===== config.mk =====
export PLATFORM = sky130hd
export DESIGN_NAME = crc_serial_ctrl
export DESIGN_NICKNAME = d
export VERILOG_FILES = /design/src/rtl/crc_pkg.sv /design/src/rtl/crc_lfsr_step.sv /design/src/rtl/crc_serial_ctrl.sv
export SDC_FILE = /design/constraint.sdc
export NUM_CORES = 1
export LEC_CHECK = 0
export ABC_AREA = 1
export BUFFER_PORTS_ARGS = -buffer_cell sky130_fd_sc_hd__buf_4
export CAP_MARGIN = 20
export CORE_AREA = 2 2 62 64
export CTS_CLUSTER_DIAMETER = 50
export DETAILED_ROUTE_END_ITERATION = 7
export DIE_AREA = 0 0 64 66
export PLACE_DENSITY = 0.91
export SLEW_MARGIN = 20
export SYNTH_ARGS = -nofsm -noshare
export SYNTH_HDL_FRONTEND = slang
export SYNTH_SLANG_ARGS = --single-unit

===== constraint.sdc =====
create_clock -name clk -period 3.3 [get_ports clk]
set_clock_uncertainty 0.15 [all_clocks]
set_input_delay 0.165 -clock clk [delete_from_list [all_inputs] [get_ports clk]]
set_output_delay 0.165 -clock clk [all_outputs]
set_load 0.01 [all_outputs]

===== src/rtl/crc_pkg.sv =====
// Shared types and defaults for the serial CRC controller and its LFSR step.
package crc_pkg;

    typedef enum logic [1:0] {
        IDLE  = 2'd0,
        SHIFT = 2'd1,
        DONE  = 2'd2
    } state_t;

    localparam int         DEF_MSG_W    = 10;
    localparam int         DEF_CRC_W    = 3;
    localparam logic [2:0] DEF_POLY     = 3'b011;
    localparam logic [2:0] DEF_CRC_INIT = 3'b000;

    // Wide enough to count every bit of a full codeword.
    function automatic int cntWidth(input int msgW, input int crcW);
        return $clog2(msgW + crcW + 1);
    endfunction

endpackage


===== src/rtl/crc_lfsr_step.sv =====
// One-bit update of a non-augmented serial CRC LFSR (MSB-first).
module crc_lfsr_step
    import crc_pkg::*;
#(
    parameter int               CRC_W = DEF_CRC_W,
    parameter logic [CRC_W-1:0] POLY  = DEF_POLY
) (
    input  logic [CRC_W-1:0] lfsr_i,
    input  logic             bit_i,
    output logic [CRC_W-1:0] lfsr_o
);

    logic fb;

    assign fb     = bit_i ^ lfsr_i[CRC_W-1];
    assign lfsr_o = {lfsr_i[CRC_W-2:0], 1'b0} ^ (fb ? POLY : {CRC_W{1'b0}});

endmodule


===== src/rtl/crc_serial_ctrl.sv =====
// Serial CRC sequencer: accepts a word, shifts it MSB-first through the LFSR, presents {msg, crc}.
// Define CRC_CHECK_EN to add the codeword check mode (chk_mode, cw_in, crc_err).
module crc_serial_ctrl
    import crc_pkg::*;
#(
    parameter int               MSG_W    = DEF_MSG_W,
    parameter int               CRC_W    = DEF_CRC_W,
    parameter logic [CRC_W-1:0] POLY     = DEF_POLY,
    parameter logic [CRC_W-1:0] CRC_INIT = DEF_CRC_INIT
) (
    input  logic                   clk,
    input  logic                   reset,
    input  logic                   in_valid,
    output logic                   in_ready,
    input  logic [MSG_W-1:0]       data_in,
    output logic                   out_valid,
    input  logic                   out_ready,
    output logic [CRC_W-1:0]       crc_out,
    output logic [MSG_W+CRC_W-1:0] data_out,
`ifdef CRC_CHECK_EN
    input  logic                   chk_mode,
    input  logic [MSG_W+CRC_W-1:0] cw_in,
    output logic                   crc_err,
`endif
    output logic                   busy
);

`ifdef CRC_CHECK_EN
    localparam int SH_W = MSG_W + CRC_W;
`else
    localparam int SH_W = MSG_W;
`endif
    localparam int CNT_W = cntWidth(MSG_W, CRC_W);

    state_t                 state_q;
    logic                   in_ready_q;
    logic                   out_valid_q;
    logic                   busy_q;
    logic [CRC_W-1:0]       crc_q;
    logic [MSG_W+CRC_W-1:0] data_out_q;
    logic [CNT_W-1:0]       cnt_q;
    logic [CRC_W-1:0]       lfsr_q;
    logic [CRC_W-1:0]       lfsr_d;
    logic [SH_W-1:0]        shreg_q;
    logic [SH_W-1:0]        msg_q;

    logic [SH_W-1:0]        loadWord;
    logic [CNT_W-1:0]       lastCnt;
    logic [MSG_W+CRC_W-1:0] resultWord;

`ifdef CRC_CHECK_EN
    logic chk_q;
    logic crc_err_q;

    // Generate mode pads the message so both modes share one shift register.
    assign loadWord   = chk_mode ? cw_in : {data_in, {CRC_W{1'b0}}};
    assign lastCnt    = chk_q ? CNT_W'(MSG_W + CRC_W - 1) : CNT_W'(MSG_W - 1);
    assign resultWord = chk_q ? msg_q : {msg_q[SH_W-1 -: MSG_W], lfsr_d};
    assign crc_err    = crc_err_q;
`else
    assign loadWord   = data_in;
    assign lastCnt    = CNT_W'(MSG_W - 1);
    assign resultWord = {msg_q, lfsr_d};
`endif

    crc_lfsr_step #(
        .CRC_W (CRC_W),
        .POLY  (POLY)
    ) u_step (
        .lfsr_i (lfsr_q),
        .bit_i  (shreg_q[SH_W-1]),
        .lfsr_o (lfsr_d)
    );

    always_ff @(posedge clk) begin
        if (!reset) begin
            state_q     <= IDLE;
            in_ready_q  <= 1'b1;
            out_valid_q <= 1'b0;
            busy_q      <= 1'b0;
            crc_q       <= '0;
            data_out_q  <= '0;
            cnt_q       <= '0;
            lfsr_q      <= CRC_INIT;
            shreg_q     <= '0;
            msg_q       <= '0;
`ifdef CRC_CHECK_EN
            chk_q       <= 1'b0;
            crc_err_q   <= 1'b0;
`endif
        end else begin
            case (state_q)
                IDLE: begin
                    if (in_valid && in_ready_q) begin
                        shreg_q    <= loadWord;
                        msg_q      <= loadWord;
                        lfsr_q     <= CRC_INIT;
                        cnt_q      <= '0;
                        in_ready_q <= 1'b0;
                        busy_q     <= 1'b1;
                        state_q    <= SHIFT;
`ifdef CRC_CHECK_EN
                        chk_q      <= chk_mode;
`endif
                    end
                end
                SHIFT: begin
                    lfsr_q  <= lfsr_d;
                    shreg_q <= {shreg_q[SH_W-2:0], 1'b0};
                    cnt_q   <= cnt_q + 1'b1;
                    // The final bit's LFSR update is captured directly as the result.
                    if (cnt_q == lastCnt) begin
                        crc_q       <= lfsr_d;
                        data_out_q  <= resultWord;
                        busy_q      <= 1'b0;
                        out_valid_q <= 1'b1;
                        state_q     <= DONE;
`ifdef CRC_CHECK_EN
                        crc_err_q   <= chk_q && (lfsr_d != '0);
`endif
                    end
                end
                DONE: begin
                    if (out_ready) begin
                        out_valid_q <= 1'b0;
                        in_ready_q  <= 1'b1;
                        state_q     <= IDLE;
                    end
                end
                default: begin
                    out_valid_q <= 1'b0;
                    busy_q      <= 1'b0;
                    in_ready_q  <= 1'b1;
                    state_q     <= IDLE;
                end
            endcase
        end
    end

    assign in_ready  = in_ready_q;
    assign out_valid = out_valid_q;
    assign busy      = busy_q;
    assign crc_out   = crc_q;
    assign data_out  = data_out_q;

endmodule


Word-level counts from Yosys, hierarchy flattened
Cells that the tools add are included.
{ "classes": {"bitwise": 5, "n_addsub": 1, "mux": 20, "n_reduce_logical": 10, "n_eq_ne": 6} }
{ "op_table": {"columns": ["op", "count"], "rows": [
  ["10-bit case mux with 2 select lines", 1],
  ["3-bit AND reduction", 4],
  ["10-bit two-way mux", 1],
  ["1-bit case mux with 3 select lines", 3],
  ["2-bit two-way mux", 4],
  ["4-bit case mux with 2 select lines", 1],
  ["1-bit two-way mux", 6],
  ["2-bit inequality test (second input constant)", 3],
  ["2-bit case mux with 3 select lines", 1],
  ["3-bit case mux with 2 select lines", 1],
  ["2-bit AND reduction", 3],
  ["4-bit by 1-bit adder with 4-bit output (second input constant)", 1],
  ["4-bit == test (second input constant)", 1],
  ["4-bit two-way mux", 1],
  ["3-bit two-way mux", 1],
  ["1-bit NOT", 3],
  ["3-bit bitwise XOR", 1],
  ["2-bit by 1-bit == test with 1-bit output (second input constant)", 1],
  ["2-bit == test (second input constant)", 1],
  ["2-bit zero test", 1],
  ["2-bit nonzero test", 1],
  ["1-bit logical AND", 1],
  ["1-bit bitwise XOR", 1]
]} }
{ "word_totals": {"output_inout_bits": 19, "input_bits": 14, "elab_cells": 52, "reg_bits": 48} }

Logic depth before layout (Yosys ltp)
Gate-level depths: netlist of the first run.
{ "depth": {"word_depth": 4, "depth_mapped": 8, "mapped_depth_nobuf": 7} }

Modules after synthesis
A second synthesis of the first run with hierarchy kept.
{ "hier_totals": {"cells_unflattened": 238, "hier_area_um2": 1886.8} }
{ "by_module_without_submodules": {"columns": ["module", "area_each_um2", "seq_area_each_um2", "instances", "cells_each"], "rows": [
  ["crc_serial_ctrl", 1828.0, 900.9, 1, 225],
  ["crc_lfsr_step", 58.8, 0.0, 1, 13]
]} }

Least setup slack after synthesis of the first run
OpenSTA, ideal clock, no wires.
{ "synth_path": {"path_kind": "flip-flop to flip-flop", "from": "register cnt_q[0]", "to": "register data_out_q[3] (netlist: data_out[3])", "arrival_ns": 1.062, "period_less_slack_ns": 1.328, "setup_slack_ns": 1.972, "n_path_buf": 1, "required_ns": 3.034, "setup_ns": 0.116, "path_stages_with_launch": 8, "path_cell_list": "dfxtp_1 ha_1 nand3_1 inv_1 nand2_2 buf_6 nor2_1 nor2_1"} }
{ "synth_between": {"elab_chain_len": 2} }
{ "synth_lines": {"columns": ["item", "line", "source"], "rows": [
  ["start, declared", "crc_serial_ctrl.sv:41", "logic [CNT_W-1:0] cnt_q;"],
  ["start signal, assigned", "crc_serial_ctrl.sv:110", "cnt_q <= cnt_q + 1'b1;"],
  ["4-bit == test", "crc_serial_ctrl.sv:112", "if (cnt_q == lastCnt) begin"],
  ["2-bit AND reduction (no source line)", null, null],
  ["end signal, assigned", "crc_serial_ctrl.sv:114", "data_out_q <= resultWord;"],
  ["end, declared", "crc_serial_ctrl.sv:40", "logic [MSG_W+CRC_W-1:0] data_out_q;"]
]} }
No other way between the ends.
A chain may end at the register's enable or synchronous reset.

Worst setup path in the final report of the first run
{ "layout_path": {"from": "input reset", "to": "register lfsr_q[1]"} }
{ "layout_lines": {"columns": ["item", "line", "source"], "rows": [
  ["start, declared", "crc_serial_ctrl.sv:12", "input logic reset,"],
  ["end signal, assigned", "crc_serial_ctrl.sv:108", "lfsr_q <= lfsr_d;"],
  ["end, declared", "crc_serial_ctrl.sv:42", "logic [CRC_W-1:0] lfsr_q;"]
]} }
No word-level cell between the ends.

==> results of run 1 <==
sequential cells by signal (all words and copies together), names as in the netlist:
signal and count:
msg_q 10, shreg_q 10, cnt_q 4, crc_out 2
out_valid 1, state_q 2, lfsr_q 3, data_out 11
busy 1, in_ready 1
what timing repair did:
action,in CTS,in global routing
buffers inserted,0,0
hold buffers,10,0
hold endpoints to repair,27,0
worst max-delay path: stages:
cell and delay, ps:
dlygate4sd3_1 520, buf_4 210, clkinv_1 630, a21oi_1 340
power groups by stage:
stage / clock network [mW] / registers [mW] / logic, mW
after floorplan: 0 / 0.596 / 0.118
after global placement: 0 / 0.597 / 0.137
after detailed placement: 0 / 0.598 / 0.142
after CTS: 0.359 / 0.587 / 0.152
after global routing: 0.385 / 0.590 / 0.171
final: 0.358 / 0.587 / 0.152
metal layers:
layer | wire [um] | up-vias | track usage (%)
met3 | 154 | 6 | 3.578
met4 | 74 | 0 | 12.23
met5 | 0 | - | 0
met1 | 1734 | 764 | 24.62
li1 | - | 887 | -
met2 | 1850 | 41 | 33.59
area by class of cell:
type                       count  area [um^2]
inverter                      41        156.4
multi-input combinational    165        833.3
tap                           48        60.06
sequential                    45        900.9
fill                         281         1175
clock inverter                 1        30.03
clock buffer                   7        55.05
timing repair buffer          42        340.3
worst max-delay path by stage:
stage                                      from                       end  slack, ps  cells past startpoint
final                                     reset    lfsr_q[1]$_SDFFE_PN0P_       1560                      4
after floorplan           cnt_q[0]$_SDFFE_PN0P_  data_out[3]$_SDFFE_PN0P_       1970                      7
after CTS                                 reset    lfsr_q[1]$_SDFFE_PN0P_       1560                      4
after detailed placement                  reset    lfsr_q[1]$_SDFFE_PN0P_       1720                      3
after global routing                      reset     msg_q[7]$_SDFFE_PN0P_       1420                      4
after global placement                    reset     msg_q[5]$_SDFFE_PN0P_       1750                      3
stage by stage:
step | setup WS [ps] | area [um^2]
after floorplan | 1972 | 2002
after global placement | 1751 | 2191
after detailed placement | 1721 | 2191
after CTS | 1556 | 2376
after global routing | 1423 | 2376
final | 1558 | 2376
logic make-up after synthesis:
| group | count (synthesis) |
|---|---|
| flops | 45 |
| compound gates | 48 |
| simple gates | 115 |
| fa+ha+maj | 2 |
| buf+inv | 55 |
placed cells by master, fill, tap and decap left out, types with 2 or more instances in the layout:
cell	count
nor2_1	51
nor2_4	8
nand2_1	32
clkbuf_4	5
nand2_4	2
dlygate4sd3_1	10
buf_4	32
inv_2	10
o21ai_1	7
ha_1	2
nor2_2	2
inv_1	29
nand3_1	16
o21ai_0	11
a21oi_2	7
dfxtp_1	45
a21oi_1	23
==> flow_results.org, run 1 <==
** Floorplanning
- Measured along the y axis, the die boundary spans roughly 66 um.
- After floorplanning, the core was divided into 22 placement rows.
- 33 I/O pins were placed.
- Die ar. :: between 0.004 and 0.005 mm^2
- In this run the standard cell core region covers ~0.0036 mm^2.
- For this configuration, the core starts out at a cell density of a little under three fifths.
- From left edge to right edge, the die measures between 60 and 70 um.

** Critical path
- Critical Path End Type :: flop
- By startpoint and endpoint, the worst setup path is classified as in -> reg.
- Count of cells along the worst register-to-register path :: 6
- Element type at the critical path start :: primary input
- CP Data Required Time :: between 3000 and 4000 ps
- In this run the worst path has a maximum fanout of 26.
- Reg-to-Reg Start :: in_ready$_SDFFE_PN1P_
- Slack of the worst reg-to-reg path :: roughly 1700 ps
- The endpoint identified for the worst register-to-register timing path is msg_q[4]$_SDFFE_PN0P_.
- Arrival time reported for the critical path endpoint :: roughly 1900 ps

** Timing
- Headroom to the max-slew limit came out at roughly 49%.
- Based on the critical path, the design can be clocked at up to roughly 570 MHz.
- Transition time of the tightest slew-check pin :: 758.4 ps
- Setup total negative slack on the finished layout was measured at 0 ps.
- The number of pins with negative max-slew slack in the final report was 0.
- The smallest clock period supported by the final layout is computed as 1742 ps.
- Setup repair after global routing missed its margin :: no
- Across all hold checks on the routed design, the worst slack comes to between 9 and 10 ps.
- Final worst path period share :: between 50% and 60%
- Final-report setup violation count :: 0
- The hold violation total from the final report was 0.

** Finish
- Measured on the finished design, the core utilization comes to 66.91%.
- After the last flow step, the layout net total stands at ~320.
- Final std cells w/o fill :: approximately 350
- Share of post-route cells with drive strength above 1 :: a little under a quarter
- Count of antenna diodes in the layout :: 0
- Area added between synthesis and finish :: 18.69%

** Clocking
- CTS resizes :: 0
- Cell at the root of the clock tree :: clkbuf_4
- TritonCTS built the clock tree.
- Clock latency on the worst-skew pair, taken at its later pin, is between 300 and 400 ps.
- After clock tree synthesis, the clock-pin slew on the worst setup and hold paths is around 130 ps.
- CTS Buf Count :: 5
- The H-tree was split into 2 levels.
- Counting along the longest clock path gives a buffer depth of 2.
- Num Clock Sinks :: 45

** Pwr
- Net switching power of the design :: about 290 uW
- The design draws roughly 1.1 mW.
- In this run, flip-flops and latches consume ~54% of the power.
- Cell internal power was estimated by the tool at 808.7 uW.
- Share of power burned in combinational logic :: about 14%
- In this run, the clock network consumes between 30 and 40% of the power.
- Power spread over the standard cell area amounts to 461.4 mW/mm^2.
- Worst voltage drop across the vdd grid :: approximately 240 uV
- In this run the static leakage power is just over 1 nW.
- Switching portion of total power :: a little over a quarter

** Synth
- Most frequently used cell type in the post-synthesis netlist :: nor2_1
- FFs w/ async S/R, synth :: 0%
- After synthesis, the netlist uses 25 different library cells.
- The share of the Yosys chip area taken by registers is between 40% and 50%.
- The top cell type by area accounts for between 40% and 50% of the synthesized area.
- Of all cell types, the one taking the most synthesized area is dfxtp_1.
- Summing the areas of all fa, ha and maj instances in the mapped netlist gives roughly 1.3% of the synthesized area.
- Total of flip-flops plus latches after synthesis :: 45
- Post-Synth Simple-Gate Area :: between 20% and 30%
- The synthesized netlist devotes between 10% and 20% of its cell area to compound gates.
- Yosys printed 0 warnings.
- For this run, the leading register cell type out of synthesis is dfxtp_1.
- The synthesized design contains 0 enable-type register cells.
- Synthesized netlist net count :: approximately 280
- Top post-synthesis cells by area :: dfxtp_1 45%, nor2_1 9.6%, nand2_1 6.0%
- Multiplexer fraction of the synthesized cell area :: 0%
- The cell area that synthesis handed to floorplanning was roughly 0.002 mm^2.
- Largest family of logic cells by synthesized area :: simple AND/OR/NAND/NOR gates
- In this run the mean area of a mapped cell was between 7 and 8 um^2.
- Xor and xnor area share after synthesis :: 0%
- Counting instances in the post-synthesis netlist gives the leading cell types as 51 x nor2_1, 45 x dfxtp_1, 32 x nand2_1, 29 x inv_1, 23 x a21oi_1.
- In the synthesized netlist, the number of instances is 265.

** Worst hold path
- HP Class :: in -> reg
- Worst hold start :: data_in[9]
- The worst hold path passes through 5 cells.
- The worst hold path terminates at msg_q[9]$_SDFFE_PN0P_.

** Route
- DRC errors left :: 0
- After detailed routing, the number of vias per cell comes to between 4 and 5.
- After detailed routing, the total wire length is approximately 3800 um.
- Vias :: approximately 1700
- Before antenna repair, the detailed router went through 4 iterations.
- Iter 0 DRT Violations :: 89
- Dividing the detail-routed wire length by the instance count gives roughly 11 um.
- The count of nets left with antenna violations once routing finished came out at 0.

** Global route
- Wire length of the first global-routing pass :: around 6600 um
- The number of antenna violations at the first check in global routing was 0.
- Overall fraction of global-route tracks in use :: a little over 20%
- The number of global-route vias before repair is 1531.
- Entering global routing, the biggest net connects 33 pins.
- Overflow left after global routing :: 0

** Place
- Global placement routability congestion :: about 0.76
- Detailed placement HPWL :: approximately 2500 um
- Input and output buffers added on the ports amount to 32.
- Cells after DPL :: about 330

** Outcome
- The flow ran to the end, and the final reports show no timing, DRC or antenna violations.

** Job
- Max-capacitance violation count :: 0
No activity file was read; power rests on OpenSTA's default activity.
==> run 2: changes to the inputs <==
CORE_AREA = 2 2 67 69   (was 2 2 62 64)
DIE_AREA = 0 0 69 71   (was 0 0 64 66)
PLACE_DENSITY = 0.84   (was 0.91)
clock period = 1.6 ns   (was 3.3 ns; I/O delays follow)
==> run 2 against run 1 <==
Against the previous run: design area grew 3.2%; wire length grew 3.1%; flip-flop and latch count is the same; worst setup slack lost 1400 ps; die area grew 16%; register-to-register slack lost 1600 ps; largest power group unchanged; critical path depth grew 2; global-route usage shrank 2.8 points; total power grew 100%; combinational power grew 120%; clock power grew 97%; non-clock buffer count grew 5; critical path type is now reg -> reg.
==> flow_results.org, run 2 (same netlist as run 1, synthesis figures left out) <==
** Critical path
- The required time at the worst-slack endpoint was 1640 ps (-1800 ps).
- The largest fanout of any net on the critical path is 14 (-46%).
- Element type at the critical path start :: flop
- The worst path arrival time was 1510 ps (-370 ps).
- The critical path in this run is classified as reg -> reg.
- Slowest library cell on the worst path :: dfxtp_1
- The worst stage delay on the critical path is 400 ps (-230 ps).
- Cells traversed along the worst timing path :: ha_1, nand3_1, inv_1, nand2_4, o21ai_0, nor2_1
- The worst setup path is captured at a flop.
- Count of cells along the worst register-to-register path :: 6 (unchanged)

** Timing
- Setup repair after global routing missed its margin :: no
- Peak clock frequency supported by timing :: slightly below 700 MHz
- Crit path time final :: 1464 ps
- The slew of the pin with the lowest slew margin was 397.4 ps (-361.0 ps).
- The setup slack of the critical path after layout came to 136.0 ps (-1422 ps).
- The final setup violation count was 0 (unchanged).
- Final worst path period share :: 91.50%
- Setup_tns :: 0 ps (unchanged)
- Max-Slew Margin vs Limit :: 73.30% (+24 points)
- The hold violation total from the final report was 0 (unchanged).
- The number of pins with negative max-slew slack in the final report came to 0 (unchanged).

** Route
- DR pass1 iterations :: 4 (unchanged)
- Routed via count divided by cell count :: 4.655 (-4.3%)
- The remaining routing DRC violations was 0 (unchanged).
- DRT Wirelength :: 3933 um (+3.1%)
- The antenna violation net count after detailed routing was 0 (unchanged).
- The total via count after detailed routing is 1662 (-2.1%).
- The routed length per instance was 11.02 um (+0.81%).
- The number of DRC markers in iteration 0 is 93 (+4.5%).

** Clocking
- The clock insertion delay at the later pin of the skew report is 300 ps (-70 ps).
- Number of levels the H-tree was split into :: 2 (unchanged)
- Num Clock Sinks :: 45 (unchanged)
- CTS clk-pin slew, worst paths :: 80 ps (-50 ps)
- The buffer levels on the longest clock path came to 2 (unchanged).
- The CTS buffer count came to 5 (unchanged).
- TritonCTS clock tree :: done
- Cell at the root of the clock tree :: clkbuf_8

** Pwr
- Share of power burned in combinational logic :: 14.7% (+0.9 points)
- The worst-case vdd ir drop came to 430.3 uV (+80%).
- Pleak :: 1.075 nW (+3.4%)
- Portion of total power attributed to sequential cells :: 53.8% (+0.3 points)
- The net switching power came to 600.4 uW (+110%).
- Internal power component :: 1.646 mW (+100%)
- The net switching share of the total power was 26.73% (+0.49 points).
- The cell area power density is 916.0 mW/mm^2 (+99%).
- Clock network power share :: 31.4% (-1.2 points)

** Finish
- Flip-flop count of the largest register after layout :: 11 (unchanged)
- Count of antenna diodes in the layout :: 0 (unchanged)
- In the layout the commonest cells are 51 x nor2_1, 45 x dfxtp_1, 35 x buf_4.
- The final instance area is 0.002452 mm^2 (+3.2%).
- Leaving out fill and tap cells, the most frequent cell in the layout is nor2_1.
- Relative to the synthesized area, the layout overhead comes to 22.50%.
- The final net count was 321 (+1.6%).
- Filler Cell Count :: 393 (+40%)
- Share of post-route cells with drive strength above 1 :: 24.26% (+1.0 points)

** Floorplanning
- The vertical die dimension was 71 um (+7.6%).
- The number of core rows is 24 (+9.1%).
- The area enclosed by the die boundary is 0.004899 mm^2 (+16%).
- The horizontal extent of the die is 69 um (+7.8%).
- Number of placed I/O pins :: 33 (unchanged)
- The area of the core region was 0.004204 mm^2 (+18%).
- Starting density of the core :: 47.62% (-8.8 points)

** Outcome
- Result of the run :: finished clean

** Place
- The port buffer count was 32 (unchanged).
- DP Area :: 0.002218 mm^2 (+1.3%)
- The worst slack at placement was 106.1 ps (-1615 ps).
- The placer congestion estimate was 0.7374 (-3.0%).
- The half-perimeter wire length after detailed placement was 2638 um (+5.6%).

** Global route
- Overall fraction of global-route tracks in use :: 17.51% (-2.8 points)
- Wire length of the first global-routing pass :: 6955 um (+5.2%)
- The number of global-route vias before repair is 1548 (+1.1%).
- The number of antenna violations at the first check in global routing was 0 (unchanged).
- Maximum number of pins on one net before global-route repair :: 33 (unchanged)
- The total grt overflow is 0 (unchanged).

** Job
- The number of violations of the max-capacitance limit was 0 (unchanged).

** Worst hold path
- WHS Path Cells :: 5 (unchanged)
- The worst hold path belongs to the class in -> reg.
## run 2: changes by cell type in the layout (fill, tap and decap cells not counted), sizes merged
cell         change
clkinvlp         +1
dlygate4sd3      +1
bufinv           -1
clkinv           -1
buf              +4
## run 2: layout make-up
type | instances | area, um^2 | area share [%]
repair buffers | 47 | 392.9 | 16.02
well taps | 52 | 65.06 | 2.653
inverters | 41 | 160.2 | 6.531
multi-input cells | 165 | 847.1 | 34.54
clock buffers | 7 | 86.33 | 3.520
flip-flops and latches | 45 | 900.9 | 36.73
## run 2: final timing paths
kind                                             from                      end  slack [ps]
worst min register to register  msg_q[9]$_SDFFE_PN0P_    msg_q[9]$_SDFFE_PN0P_         320
worst max-delay path            cnt_q[0]$_SDFFE_PN0P_  crc_out[0]$_SDFFE_PN0P_         140
worst max register to register  cnt_q[0]$_SDFFE_PN0P_  crc_out[0]$_SDFFE_PN0P_         140
worst min-delay path                       data_in[2]    msg_q[2]$_SDFFE_PN0P_          10
## run 2: layer usage
metal / vias to the layer above / wire (um) / track usage (%) / share of wire [%]
met3: 7 / 170 / 5.271 / 4.3
met2: 27 / 1839 / 28.10 / 47
met1: 733 / 1855 / 22.11 / 47
li1: 895 / - / - / -
met4: 0 / 67 / 7.190 / 1.7
met5: - / 0 / 0 / 0
## run 2: metrics by stage
| step | utilization (%) | std cells | hold slack (ps) | total power [mW] |
|---|---|---|---|---|
| floorplan | - | 265 | 94.80 | 1.472 |
| global placement | 52.77 | 338 | 218.2 | 1.526 |
| detailed placement | 52.77 | 338 | 223.3 | 1.536 |
| CTS | 57.44 | 356 | 2.416 | 2.256 |
| global route | 58.33 | 357 | 11.80 | 2.359 |
| finish | 58.33 | 357 | 12.66 | 2.246 |
## run 2: what timing repair did
action	CTS	global route
hold buffers	11	0
setup buffers	0	1
gates resized for setup	0	3
hold endpoints to repair	28	0
setup endpoints to repair	0	21
## run 2: critical path: cells and delay by family (launching register included)
kind | cells | cell delay, ps
flops | 1 | 400
simple gates | 3 | 330
buf+inv | 1 | 140
fa+ha+maj | 1 | 160
compound gates | 1 | 170
## run 2: power groups by stage
stage / registers, mW / clock network (mW) / logic [mW]
finish: 1.21 / 0.706 / 0.331
global route: 1.22 / 0.769 / 0.373
CTS: 1.21 / 0.723 / 0.325
detailed placement: 1.23 / 0 / 0.302
global placement: 1.23 / 0 / 0.294
floorplan: 1.23 / 0 / 0.244
